===== config.mk =====
export PLATFORM = sky130hd
export DESIGN_NAME = ws2812_send
export DESIGN_NICKNAME = d
export VERILOG_FILES = /design/src/rtl/ws2812_send.sv
export SDC_FILE = /design/constraint.sdc
export NUM_CORES = 1
export LEC_CHECK = 0
export CORE_ASPECT_RATIO = 0.75
export CORE_MARGIN = 3
export CORE_UTILIZATION = 48
export CTS_CLUSTER_DIAMETER = 120
export DETAILED_ROUTE_END_ITERATION = 7
export GPL_TIMING_DRIVEN = 0
export HOLD_SLACK_MARGIN = 0.03
export PLACE_DENSITY = 0.78
export SETUP_SLACK_MARGIN = 0.2
export SYNTH_ARGS = -nofsm -noshare
export SYNTH_HDL_FRONTEND = slang
export SYNTH_SLANG_ARGS = --single-unit

===== constraint.sdc =====
create_clock -name clk -period 2.2 [get_ports clk]
set_input_delay 0.22 -clock clk [delete_from_list [all_inputs] [get_ports clk]]
set_output_delay 0.22 -clock clk [all_outputs]
set_load 0.03 [all_outputs]

===== src/rtl/ws2812_send.sv =====
// WS2812 frame transmitter: serialises WS_NUM RGB888 colours (sent as GRB, MSB first)
// onto a single-wire data line and finishes with a reset/latch low gap.
`timescale 1ns/1ps
module ws2812_send #(
    parameter int unsigned DEPTH   = 24,
    parameter int unsigned CLKHZ   = 50_000_000,
    parameter int unsigned WS_NUM  = 7,
    parameter int unsigned T0H_NS  = 300,
    parameter int unsigned T1H_NS  = 750,
    parameter int unsigned TL_NS   = 750,
    parameter int unsigned TRST_NS = 100_000
) (
    input  logic                      clk,
    input  logic                      rstn,
    input  logic                      start,
    input  logic [DEPTH*WS_NUM-1:0]   color_in,
    output logic                      busy,
    output logic                      done,
    output logic                      data_stream
);

    localparam int unsigned NS_PER_CLK = 1_000_000_000 / CLKHZ;
    localparam int unsigned C0H        = T0H_NS / NS_PER_CLK;
    localparam int unsigned C1H        = T1H_NS / NS_PER_CLK;
    localparam int unsigned CL         = TL_NS / NS_PER_CLK;
    localparam int unsigned CRST       = TRST_NS / NS_PER_CLK;
    localparam int unsigned CW         = ($clog2(CRST + 1) > 16) ? $clog2(CRST + 1) : 16;
    localparam int unsigned TOTAL      = DEPTH * WS_NUM;
    localparam int unsigned BW         = (DEPTH > 1) ? $clog2(DEPTH) : 1;
    localparam int unsigned LW         = (WS_NUM > 1) ? $clog2(WS_NUM) : 1;

    typedef enum logic [1:0] {IDLE, HIGH, LOW, RST} state_t;

    state_t            state, state_nxt;
    logic [CW-1:0]     cnt, cnt_nxt;
    logic [BW-1:0]     bit_cnt, bit_nxt;
    logic [LW-1:0]     led_cnt, led_nxt;
    logic [TOTAL-1:0]  sr, sr_nxt;
    logic [TOTAL-1:0]  wire_in;
    logic              done_nxt;
    logic              last_bit;

    // Frame buffer holds LED0 in the top word, each word reordered to GRB so the
    // line is driven straight from the MSB of a left shift register.
    function automatic logic [TOTAL-1:0] to_wire(input logic [TOTAL-1:0] c);
        logic [TOTAL-1:0] w;
        logic [DEPTH-1:0] word;
        w = '0;
        for (int unsigned i = 0; i < WS_NUM; i++) begin
            word = c[i*DEPTH +: DEPTH];
            w[(WS_NUM-1-i)*DEPTH +: DEPTH] = {word[DEPTH-9 -: 8], word[DEPTH-1 -: 8], word[DEPTH-17:0]};
        end
        return w;
    endfunction

    function automatic logic [CW-1:0] high_len(input logic b);
        return b ? CW'(C1H - 1) : CW'(C0H - 1);
    endfunction

    always_comb wire_in = to_wire(color_in);

    assign last_bit = (bit_cnt == BW'(DEPTH - 1)) && (led_cnt == LW'(WS_NUM - 1));

    always_comb begin
        state_nxt = state;
        cnt_nxt   = cnt;
        bit_nxt   = bit_cnt;
        led_nxt   = led_cnt;
        sr_nxt    = sr;
        done_nxt  = 1'b0;
        case (state)
            IDLE: begin
                if (start) begin
                    sr_nxt    = wire_in;
                    bit_nxt   = '0;
                    led_nxt   = '0;
                    cnt_nxt   = high_len(sr_nxt[TOTAL-1]);
                    state_nxt = HIGH;
                end
            end
            HIGH: begin
                if (cnt == '0) begin
                    state_nxt = LOW;
                    cnt_nxt   = CW'(CL - 1);
                end else begin
                    cnt_nxt = cnt - CW'(1);
                end
            end
            LOW: begin
                if (cnt == '0) begin
                    if (last_bit) begin
                        state_nxt = RST;
                        cnt_nxt   = CW'(CRST - 1);
                    end else begin
                        state_nxt = HIGH;
                        sr_nxt    = sr << 1;
                        cnt_nxt   = high_len(sr_nxt[TOTAL-1]);
                        if (bit_cnt == BW'(DEPTH - 1)) begin
                            bit_nxt = '0;
                            led_nxt = led_cnt + LW'(1);
                        end else begin
                            bit_nxt = bit_cnt + BW'(1);
                        end
                    end
                end else begin
                    cnt_nxt = cnt - CW'(1);
                end
            end
            RST: begin
                if (cnt == '0) begin
                    state_nxt = IDLE;
                    done_nxt  = 1'b1;
                end else begin
                    cnt_nxt = cnt - CW'(1);
                end
            end
            default: state_nxt = IDLE;
        endcase
    end

    // Outputs are decoded from the next state so they change on the same edge as the state.
    always_ff @(posedge clk) begin
        if (!rstn) begin
            state       <= IDLE;
            cnt         <= '0;
            bit_cnt     <= '0;
            led_cnt     <= '0;
            sr          <= '0;
            data_stream <= 1'b0;
            busy        <= 1'b0;
            done        <= 1'b0;
        end else begin
            state       <= state_nxt;
            cnt         <= cnt_nxt;
            bit_cnt     <= bit_nxt;
            led_cnt     <= led_nxt;
            sr          <= sr_nxt;
            data_stream <= (state_nxt == HIGH);
            busy        <= (state_nxt != IDLE);
            done        <= done_nxt;
        end
    end

endmodule


==> results by group <==
Layout
  – # fillers: 1309
  – Share of cells above drive strength 1: 0.245
  – Multi-input logic area: 6570 µm²
  – Final Util: 0.730
  – Synthesis-to-finish area growth: 46.0%
  – Nets: 1388
  – FF/Latch Area: 3940 µm²

Floorplanning
  – Die height: 130 µm
  – Die ar.: 22400 µm²
  – # IOs: 174
  – Chip Width: 172 µm
  – Num rows: 44
  – Initial core utilization: 0.500
  – Floorplan core area: 19800 µm²

Critical path
  – Setup CP Type: reg -> reg
  – Startpoint types: flop
  – Largest fanout on the critical path: 7
  – Crit path capture type: flop
  – Worst Reg-to-Reg Cells: 11
  – Critical path data required time: 2530 ps
  – WP data arrival: 2900 ps

CTS
  – Clock tree sinks: 196
  – Clk root buf: clkbuf_16
  – CTS Buf Count: 17
  – Clk_lat worst skew: 450 ps
  – CTS max path bufs: 2
  – CTS HTree Levels: 4
  – CTS tree: built
  – Reg clk slew, reported paths: 80 ps

Synthesis
  – Asr flop ratio synth: 0
  – Most used DFF post-synth: dfxtp_1
  – Syn_nets: 1168
  – Syn_area_per_cell: 9.96 µm²
  – Post-synth EDFFs: 0
  – Ys Warns: 0
  – Synth unique cells: 59
  – Gate Count Post-Synth: 992
  – Cell Area, Synth: 9880 µm²
  – #FFs+latches synth: 196
  – Register area share after synthesis: 0.397

Outcome
  – Failing checks: negative setup slack
  – Status: finished with violations

Drt
  – Post-route ant nets: 0
  – Drt pass-1 iters: 5
  – Met2 Wirelength: 14600 µm
  – Max Used Layer: met5
  – Overall routed net length: 32200 µm
  – Via density per instance: 6.50
  – Starting DRT DRC Count: 1147
  – Met3 wire length: 2230 µm
  – DR vias: 9609
  – Wire length per cell: 21.8 µm
  – Met1 wire length: 14400 µm
  – Drt drc: 0

STA
  – Slew @ Worst Pin: 1180 ps
  – Max-slew violations: 0
  – Worst setup margin: -376 ps
  – Setup TNS: -27200 ps
  – Max-Slew Margin vs Limit: 0.213
  – Setup Viol. Count Final: 167
  – Final worst-path cycle share: 1.17
  – Unrepaired setup endpoints after global routing: true
  – Layout Skew: 18.0 ps
  – Fmax: 388 MHz
  – Final Hold Fails: 0
  – Min cycle time layout: 2580 ps

Worst hold path
  – Hold depth: 3
  – HP Class: in -> reg

Place
  – Post-Place Worst Slack: -659 ps
  – PortBufs: 172
  – GP Congestion: 0.907
  – Post-DP HPWL: 19800 µm

Power and ir drop
  – Tot Pwr: 14.8 mW
  – Leakage: 6.05 nW
  – Power Density: 1030 nW/µm²
  – Peak supply drop: 0.558 mV

Global route
  – First-pass GRT wire length: 46400 µm
  – Vias in the first global route: 8933
  – Initial antenna violation count: 2
  – Largest net degree at the start of global routing: 20
  – Gr usage total: 0.256
  – Total grt overflow: 0

Job
  – Max Cap Violations: 0
## report_power, final
part           switching (mW)  internal [mW]  leakage [nW]
logic                    3.72           3.15          4.16
registers               0.546           4.30          1.61
clock network            1.56           1.51         0.274
## final timing paths
path,from,to,slack (ps)
worst max-delay path,cnt[0]$_SDFFE_PN0P_,sr[50]$_SDFFE_PN0P_,-380
worst min-delay path,color_in[144],sr[0]$_SDFFE_PN0P_,380
worst min register to register,sr[76]$_SDFFE_PN0P_,sr[76]$_SDFFE_PN0P_,500
worst max register to register,cnt[0]$_SDFFE_PN0P_,sr[50]$_SDFFE_PN0P_,-380
## per-layer routing
| layer | vias to the layer above | track usage |
|---|---|---|
| met5 | - | 0 |
| met4 | 2 | 0.0927 |
| met3 | 71 | 0.0454 |
| met2 | 441 | 0.371 |
| met1 | 4709 | 0.379 |
| li1 | 4386 | - |
## kinds of logic (layout without fill, tap and decap cells)
kind of cell,after synthesis,after routing,share of synthesized area
DFF,196,196,0.397
and+or+nand+nor,84,84,0.0489
adders and majority gates,6,6,0.00734
AOI/OAI and AO/OA,397,397,0.307
muxes,168,168,0.170
buffers and inverters,133,366,0.0623
xor gates and xnor gates,8,8,0.00709
other,0,1,0
## cells in the final DEF (no fill, tap or decap), drive strengths merged, types with 12 or more instances in the layout
| master | count |
|---|---|
| dfxtp | 196 |
| clkdlybuf4s50 | 172 |
| o31ai | 170 |
| o211ai | 167 |
| mux2i | 166 |
| clkbuf | 117 |
| buf | 54 |
| nand2 | 18 |
| inv | 17 |
| a21oi | 14 |
| nor2 | 14 |
| o21ai | 12 |
## registers in the layout, indices dropped and copies added, names as in the netlist
name,count
data_stream,1
sr,167
bit_cnt,5
busy,1
led_cnt,3
state,2
done,1
cnt,16
## timing repair
item	4_1_cts	5_1_grt
hold buffers	0	0
endpoints found under the setup margin	193	192
resized for setup	147	179
gates cloned	0	9
pin swaps	12	15
setup buffers	14	6
## cells in the mapped netlist, types with 4 or more instances
cell type,number,area (µm²)
xnor2_1,7,61.3
a211oi_1,5,37.5
ha_1,5,62.6
a21oi_1,14,70.1
a311oi_1,4,35.0
nand2_1,18,67.6
o211ai_1,167,1250
inv_1,7,26.3
nor2_1,14,52.6
nor4_1,5,31.3
mux2i_1,166,1660
nand3_1,7,35.0
a31oi_1,7,43.8
o31ai_1,149,1120
or4_1,6,45.0
o21ai_0,11,55.1
dfxtp_1,196,3920
clkbuf_1,105,394
o31ai_2,21,263
nor3_1,7,35.0
buf_6,15,169
## cell type report
class | instances | area share
Antenna cell | 1 | 0.000173
Buffer | 124 | 0.0606
Clock buffer | 18 | 0.0298
Clock inverter | 14 | 0.00971
Inverter | 9 | 0.00269
Multi-Input combinational cell | 663 | 0.456
Sequential cell | 196 | 0.273
Tap cell | 253 | 0.0219
Timing Repair Buffer | 201 | 0.146
## stage by stage
step	area, µm²	hold WS (ps)	instances
final	14400	379	1479
after global routing	14400	374	1479
after CTS	13300	381	1463
after detailed placement	12000	482	1417
after global placement	12000	475	1417
after floorplan	9960	373	992
## critical path: stages, from the launching register on
cell	delay (ps)
dfxtp_4	360
inv_4	60
ha_4	120
nor4b_4	260
nand4_4	150
o31a_1	310
buf_6	130
or2_1	230
buf_6	160
clkbuf_16	190
clkbuf_16	170
o31ai_1	300
Power figures use the tool's default switching activity.
==> variant 1, RTL diff (same settings) <==
Put one more register stage on the output `busy`, with the module's reset. The value now appears one clock later. The other outputs are not delayed to match.
--- a/src/rtl/ws2812_send.sv
+++ b/src/rtl/ws2812_send.sv
@@ -30,6 +30,8 @@
     localparam int unsigned LW         = (WS_NUM > 1) ? $clog2(WS_NUM) : 1;
 
     typedef enum logic [1:0] {IDLE, HIGH, LOW, RST} state_t;
+
+    logic busy_s0;
 
     state_t            state, state_nxt;
     logic [CW-1:0]     cnt, cnt_nxt;
@@ -127,7 +129,7 @@
             led_cnt     <= '0;
             sr          <= '0;
             data_stream <= 1'b0;
-            busy        <= 1'b0;
+            busy_s0     <= 1'b0;
             done        <= 1'b0;
         end else begin
             state       <= state_nxt;
@@ -136,8 +138,16 @@
             led_cnt     <= led_nxt;
             sr          <= sr_nxt;
             data_stream <= (state_nxt == HIGH);
-            busy        <= (state_nxt != IDLE);
+            busy_s0     <= (state_nxt != IDLE);
             done        <= done_nxt;
+        end
+    end
+
+    always_ff @(posedge clk) begin
+        if (!rstn) begin
+            busy <= '0;
+        end else begin
+            busy <= busy_s0;
         end
     end
 
Formal check against the unedited RTL: not equivalent (a bounded check fails within 4 cycles, from zero or initial values and one cycle with rstn low).
==> variant 1 against the unedited design <==
Sequential cell count grew 1; total power grew 7.1%; the flow still finishes with violations (negative setup slack); design area shrank 9.0%; via count shrank 16%; worst setup slack gained 0.036 ns; global-route usage shrank 2.0 points; area after synthesis shrank 9.7%; wire length shrank 19%.
==> variant 1: results (changes against the unedited design) <==
Synthesis
  • Unique cell type count in the Yosys netlist: 55 (was 59)
  • Post-Synth Adder-Cell Area: 0.00701 (was 0.00734)
  • Post-synthesis compound-gate area fraction: 0.182 (was 0.307)
  • EDFF count, synth: 0 (unchanged)
  • Post-synthesis xor/xnor area fraction: 0.00981 (was 0.00709)
  • Post-synthesis async set-or-reset flop share: 0 (unchanged)
  • Mux share of post-synthesis cell area: 0.188 (was 0.170)
  • Seq/Total Area, Yosys: 0.442 (was 0.397)
  • Post-Syn Nets: 1122 (was 1168)
  • Synth top cells by count: dfxtp_1, nor2_1, a211oi_1 (was dfxtp_1, o211ai_1, mux2i_1)
  • Mapped Cells: 946 (was 992)
  • Synth area leaders: dfxtp_1, mux2i_1, a211oi_1 (was dfxtp_1, mux2i_1, o211ai_1)

Worst hold path
  • Path type of the worst min-delay path: in -> reg (unchanged)

Pwr
  • Internal power: 9980 uW (was 8960 uW)
  • VDD IR-drop max: 0.619 mV (was 0.558 mV)
  • Leak: 0.00454 uW (was 0.00605 uW)

Route
  • Via-per-instance ratio: 5.67 (was 6.50)
  • DR WL met3: 1.86 mm (was 2.23 mm)
  • Initial DRC Count: 577 (was 1147)
  • Routed wl met2: 11.7 mm (was 14.6 mm)
  • Wire length on met1: 12.0 mm (was 14.4 mm)
  • Via count: 8114 (was 9609)
  • Avg WL per Cell: 18.1 um (was 21.8 um)
  • Highest Signal Layer: met4 (was met5)
  • DRT Pass-1 Iters: 5 (unchanged)

Placement
  • Port bufs: 173 (was 172)
  • Routability Congestion: 0.855 (was 0.907)
  • Post-DP HPWL: 16.4 mm (was 19.8 mm)
  • Area after DPL: 11100 um^2 (was 12000 um^2)
  • Dpl ws: -0.447 ns (was -0.659 ns)

Timing
  • Finish-stage setup viols: 193 (was 167)
  • Slew of the pin with the lowest slew margin: 0.811 ns (was 1.18 ns)
  • Final WS setup: -0.340 ns (was -0.376 ns)
  • Setup TNS: -46.28 ns (was -27.20 ns)
  • Setup Skew: 0.0113 ns (was 0.0180 ns)

Clocking
  • Longest Clk Path Bufs: 2 (unchanged)
  • CTS Root Cell: clkbuf_16 (unchanged)
  • Clk_lat worst skew: 0.43 ns (was 0.45 ns)

GRT
  • Largest net degree at the start of global routing: 19 (was 20)
  • First-pass GRT wire length: 38.4 mm (was 46.4 mm)
  • Vias in the first global route: 7467 (was 8933)
  • Initial antenna violation count: 0 (was 2)
  • GRT Total Usage: 0.236 (was 0.256)

Worst setup path
  • Worst Path Arrival: 2.88 ns (was 2.90 ns)
  • Critical Path Max Stage Delay: 0.53 ns (was 0.36 ns)
  • Slowest CP cell: or4_4 (was dfxtp_4)
  • Crit path max fanout: 10 (was 7)

Finish
  • Final instance area: 13100 um^2 (was 14400 um^2)
  • Nets: 1351 (was 1388)
  • FILL cells: 1285 (was 1309)
  • Share of post-route cells with drive strength above 1: 0.226 (was 0.245)

Outcome
  • Failing checks: negative setup slack (unchanged)
  • Run status: finished, violations left (unchanged)
## variant 1: worst max-delay path: cells and delay by family (launching register included)
family / cells / cell delay [ns]
compound gates: 2 / 0.35
flops: 1 / 0.33
buf+inv: 6 / 0.90
simple gates: 3 / 0.87
## variant 1: final timing paths
path,start,endpoint,slack (ns),cells after the start
setup reg to reg,cnt[9],sr[109],-0.34,11
hold reg to reg,busy_s0,busy,0.43,1
setup / recovery,cnt[9],sr[109],-0.34,11
hold / removal,color_in[10],sr[162],0.43,3
## variant 1: per-layer routing
metal	track usage	up-vias
met1	0.337	3887
li1	-	3923
met5	0	-
met3	0.0572	38
met2	0.355	266
met4	0.0666	0
## variant 1: layout make-up
class,instances,area share
Antenna cell,1,0.000191
Buffer,84,0.0564
Clock buffer,19,0.0345
Clock inverter,13,0.0122
Inverter,8,0.00257
Multi-Input combinational cell,657,0.399
Sequential cell,197,0.301
Tap cell,242,0.0231
Timing Repair Buffer,210,0.171
## variant 1: power groups by stage
stage | Sequential, uW | Clock, uW | Combinational [uW]
6_report | 5060 | 3270 | 7500
5_1_grt | 5150 | 3440 | 8060
4_1_cts | 4990 | 3310 | 6080
3_5_place_dp | 5050 | 0 | 5190
3_3_place_gp | 5020 | 0 | 5100
2_1_floorplan | 4940 | 0 | 4010
## variant 1: cell families after synthesis
kind of cell,count (synthesis)
AND/OR/NAND/NOR,255
XOR/XNOR,10
buffers and inverters,92
adder cells (fa/ha/maj),5
AO/OA/AOI/OAI,219
multiplexers,168
flip-flops,197
## variant 1: what timing repair did
item | CTS | global route
hold endpoints to repair | 0 | 0
endpoints found under the setup margin | 196 | 196
resized for setup | 77 | 158
cloned | 6 | 4
pin swaps | 44 | 47
buffers inserted | 16 | 11
==> variant 2, RTL diff (same flow settings) <==
Made on the original files. Set the parameter `TL_NS` to 512 (it was 750).
--- a/src/rtl/ws2812_send.sv
+++ b/src/rtl/ws2812_send.sv
@@ -7,7 +7,7 @@
     parameter int unsigned WS_NUM  = 7,
     parameter int unsigned T0H_NS  = 300,
     parameter int unsigned T1H_NS  = 750,
-    parameter int unsigned TL_NS   = 750,
+    parameter int unsigned TL_NS   = 512,
     parameter int unsigned TRST_NS = 100_000
 ) (
     input  logic                      clk,
Formal check against the unedited RTL: same outputs for any inputs over 10 cycles, from zero or initial values and one cycle with rstn low; that may be too few to reach the edited logic, so the function may still have changed.
==> variant 2 against the unedited design <==
Combinational power rose by 22%; wire length rose by 0.68%; critical endpoint is now sr[76]; largest cell class unchanged; the flow still finishes with violations (negative setup slack); area after synthesis up 5.9%; total power increased by 12%; clock power rose by 4%; sequential cell count unchanged; global-route usage shrank 1.4 points; worst setup slack better by 0.25 ns; utilization fell by 2.4 points; design area grew 4.1%.
==> variant 2: results (changes against the unedited design) <==
Outcome
  • Failing checks: negative setup slack (unchanged)
  • Run status: finished, violations left (unchanged)

Finish
  • Top flop regs: sr: 167 flops, cnt: 16 flops, bit_cnt: 5 flops (unchanged)
  • FILL cells: 1458 (was 1309)
  • N_diodes: 0 (was 1)
  • Nets: 1398 (was 1388)
  • Share of post-route cells with drive strength above 1: 0.263 (was 0.245)

Timing
  • Finish-stage setup viols: 156 (was 167)
  • Setup TNS: -7.60 ns (was -27.20 ns)
  • Setup Skew: 0.0189 ns (was 0.0180 ns)
  • Final WS setup: -0.125 ns (was -0.376 ns)
  • Slew of the pin with the lowest slew margin: 1.15 ns (was 1.18 ns)

Route
  • Routed WL: 32.4 mm (was 32.2 mm)
  • Via-per-instance ratio: 6.23 (was 6.50)
  • DRT Pass-1 Iters: 7 (was 5)
  • Initial DRC Count: 842 (was 1147)

Worst setup path
  • Top delay family on crit path: simple AND/OR/NAND/NOR gates (was buffers and inverters)
  • Crit path from: cnt[1] (was cnt[0])
  • Critical Path End: sr[76] (was sr[50])
  • Critical Path Max Stage Delay: 0.34 ns (was 0.36 ns)
  • Crit path max fanout: 9 (was 7)
  • Worst Path Arrival: 2.68 ns (was 2.90 ns)
  • Reg2reg path depth: 10 (was 11)
  • Slowest CP cell: dfxtp_2 (was dfxtp_4)

Placement
  • Area after DPL: 12600 um^2 (was 12000 um^2)
  • Post-DP HPWL: 20.5 mm (was 19.8 mm)
  • Dpl ws: -0.478 ns (was -0.659 ns)
  • Routability Congestion: 0.907 (about the same)
  • Port bufs: 171 (was 172)

Clocking
  • H-tree depth: 4 (unchanged)
  • CTS clk-pin slew, worst paths: 0.08 ns (about the same)
  • CTS buffer count: 17 (unchanged)
  • Clk_lat worst skew: 0.45 ns (about the same)
  • Longest Clk Path Bufs: 2 (unchanged)
  • CTS Root Cell: clkbuf_16 (unchanged)

Pwr
  • VDD IR-drop max: 0.681 mV (was 0.558 mV)
  • Leak: 0.00618 uW (was 0.00605 uW)

Synthesis
  • Seq/Total Area, Yosys: 0.375 (was 0.397)
  • Post-Syn Nets: 1172 (was 1168)
  • Yosys Warn Count: 0 (unchanged)
  • Post-synthesis async set-or-reset flop share: 0 (unchanged)
  • Synth area leaders: dfxtp_1, mux2i_1, o31ai_2 (was dfxtp_1, mux2i_1, o211ai_1)
  • Unique cell type count in the Yosys netlist: 55 (was 59)
  • Synth top cells by count: dfxtp_1, mux2i_1, o211ai_1 (was dfxtp_1, o211ai_1, mux2i_1)

GRT
  • GRT Total Usage: 0.242 (was 0.256)
  • Vias in the first global route: 8670 (was 8933)
  • Initial antenna violation count: 3 (was 2)
  • First-pass GRT wire length: 46.3 mm (was 46.4 mm)
  • Largest net degree at the start of global routing: 19 (was 20)

Worst hold path
  • Path type of the worst min-delay path: in -> reg (unchanged)
==> variant 2: power breakdown <==
part | total, uW | switching [uW] | internal (uW)
Clock | 3190 | 1550 | 1640
Sequential | 4990 | 606 | 4390
Combinational | 8400 | 4570 | 3830
==> variant 2: worst reg2reg max path, cell delays in order (launching register included) <==
cell and delay (ns):
dfxtp_2 0.34, inv_4 0.06, ha_4 0.12, nor4b_4 0.25
and4_4 0.31, a31oi_4 0.14, or2_4 0.29, buf_12 0.15
buf_12 0.16, clkbuf_16 0.19, o31ai_2 0.21
==> variant 2: worst min-delay path by stage <==
stage,depth (start not counted),slack (ns),start,end
2_1_floorplan,2,0.36,color_in[144],sr[0]
4_1_cts,3,0.26,rstn,cnt[8]
5_1_grt,3,0.30,rstn,cnt[8]
3_3_place_gp,1,0.47,bit_cnt[3],bit_cnt[3]
3_5_place_dp,1,0.48,bit_cnt[3],bit_cnt[3]
6_report,3,0.28,rstn,cnt[8]
==> variant 2: repair_timing <==
item,4_1_cts,5_1_grt
pin swaps,35,68
resized for setup,71,198
cloned,2,13
setup endpoints to repair,195,195
hold buffers,0,0
setup buffers,9,12
==> variant 2: cell type report <==
type	instances	area (um^2)	share of cell area
Timing Repair Buffer	207	2250	0.150
Tap cell	288	360	0.0240
Inverter	10	42.5	0.00283
Sequential cell	196	3930	0.262
Buffer	124	935	0.0622
Multi-Input combinational cell	666	6920	0.460
Clock buffer	19	443	0.0295
Clock inverter	13	143	0.00949
==> variant 2: logic make-up (layout without fill, tap and decap cells) <==
kind of cell	after synthesis	after routing	share of synthesized area
compound gates	405	405	0.347
xor+xnor	8	8	0.00670
buf+inv	134	373	0.0599
mux	167	167	0.160
fa+ha+maj	5	5	0.00598
simple gates	81	81	0.0454
flops	196	196	0.375
==> variant 2: per-layer routing <==
layer  vias to the layer above  global-route usage  part of all wire
met3                        58              0.0640             0.068
met1                      4639               0.363              0.47
met5                         -                   0            0.0011
met2                       385               0.344              0.45
met4                         6              0.0611             0.016
li1                       4399                   -                 -
==> variant 2: through the flow <==
step                instances  hold slack [ns]
finish                   1523            0.282
global placement         1455            0.468
detailed placement       1455            0.476
CTS                      1498            0.263
floorplan                 996            0.364
global route             1523            0.303
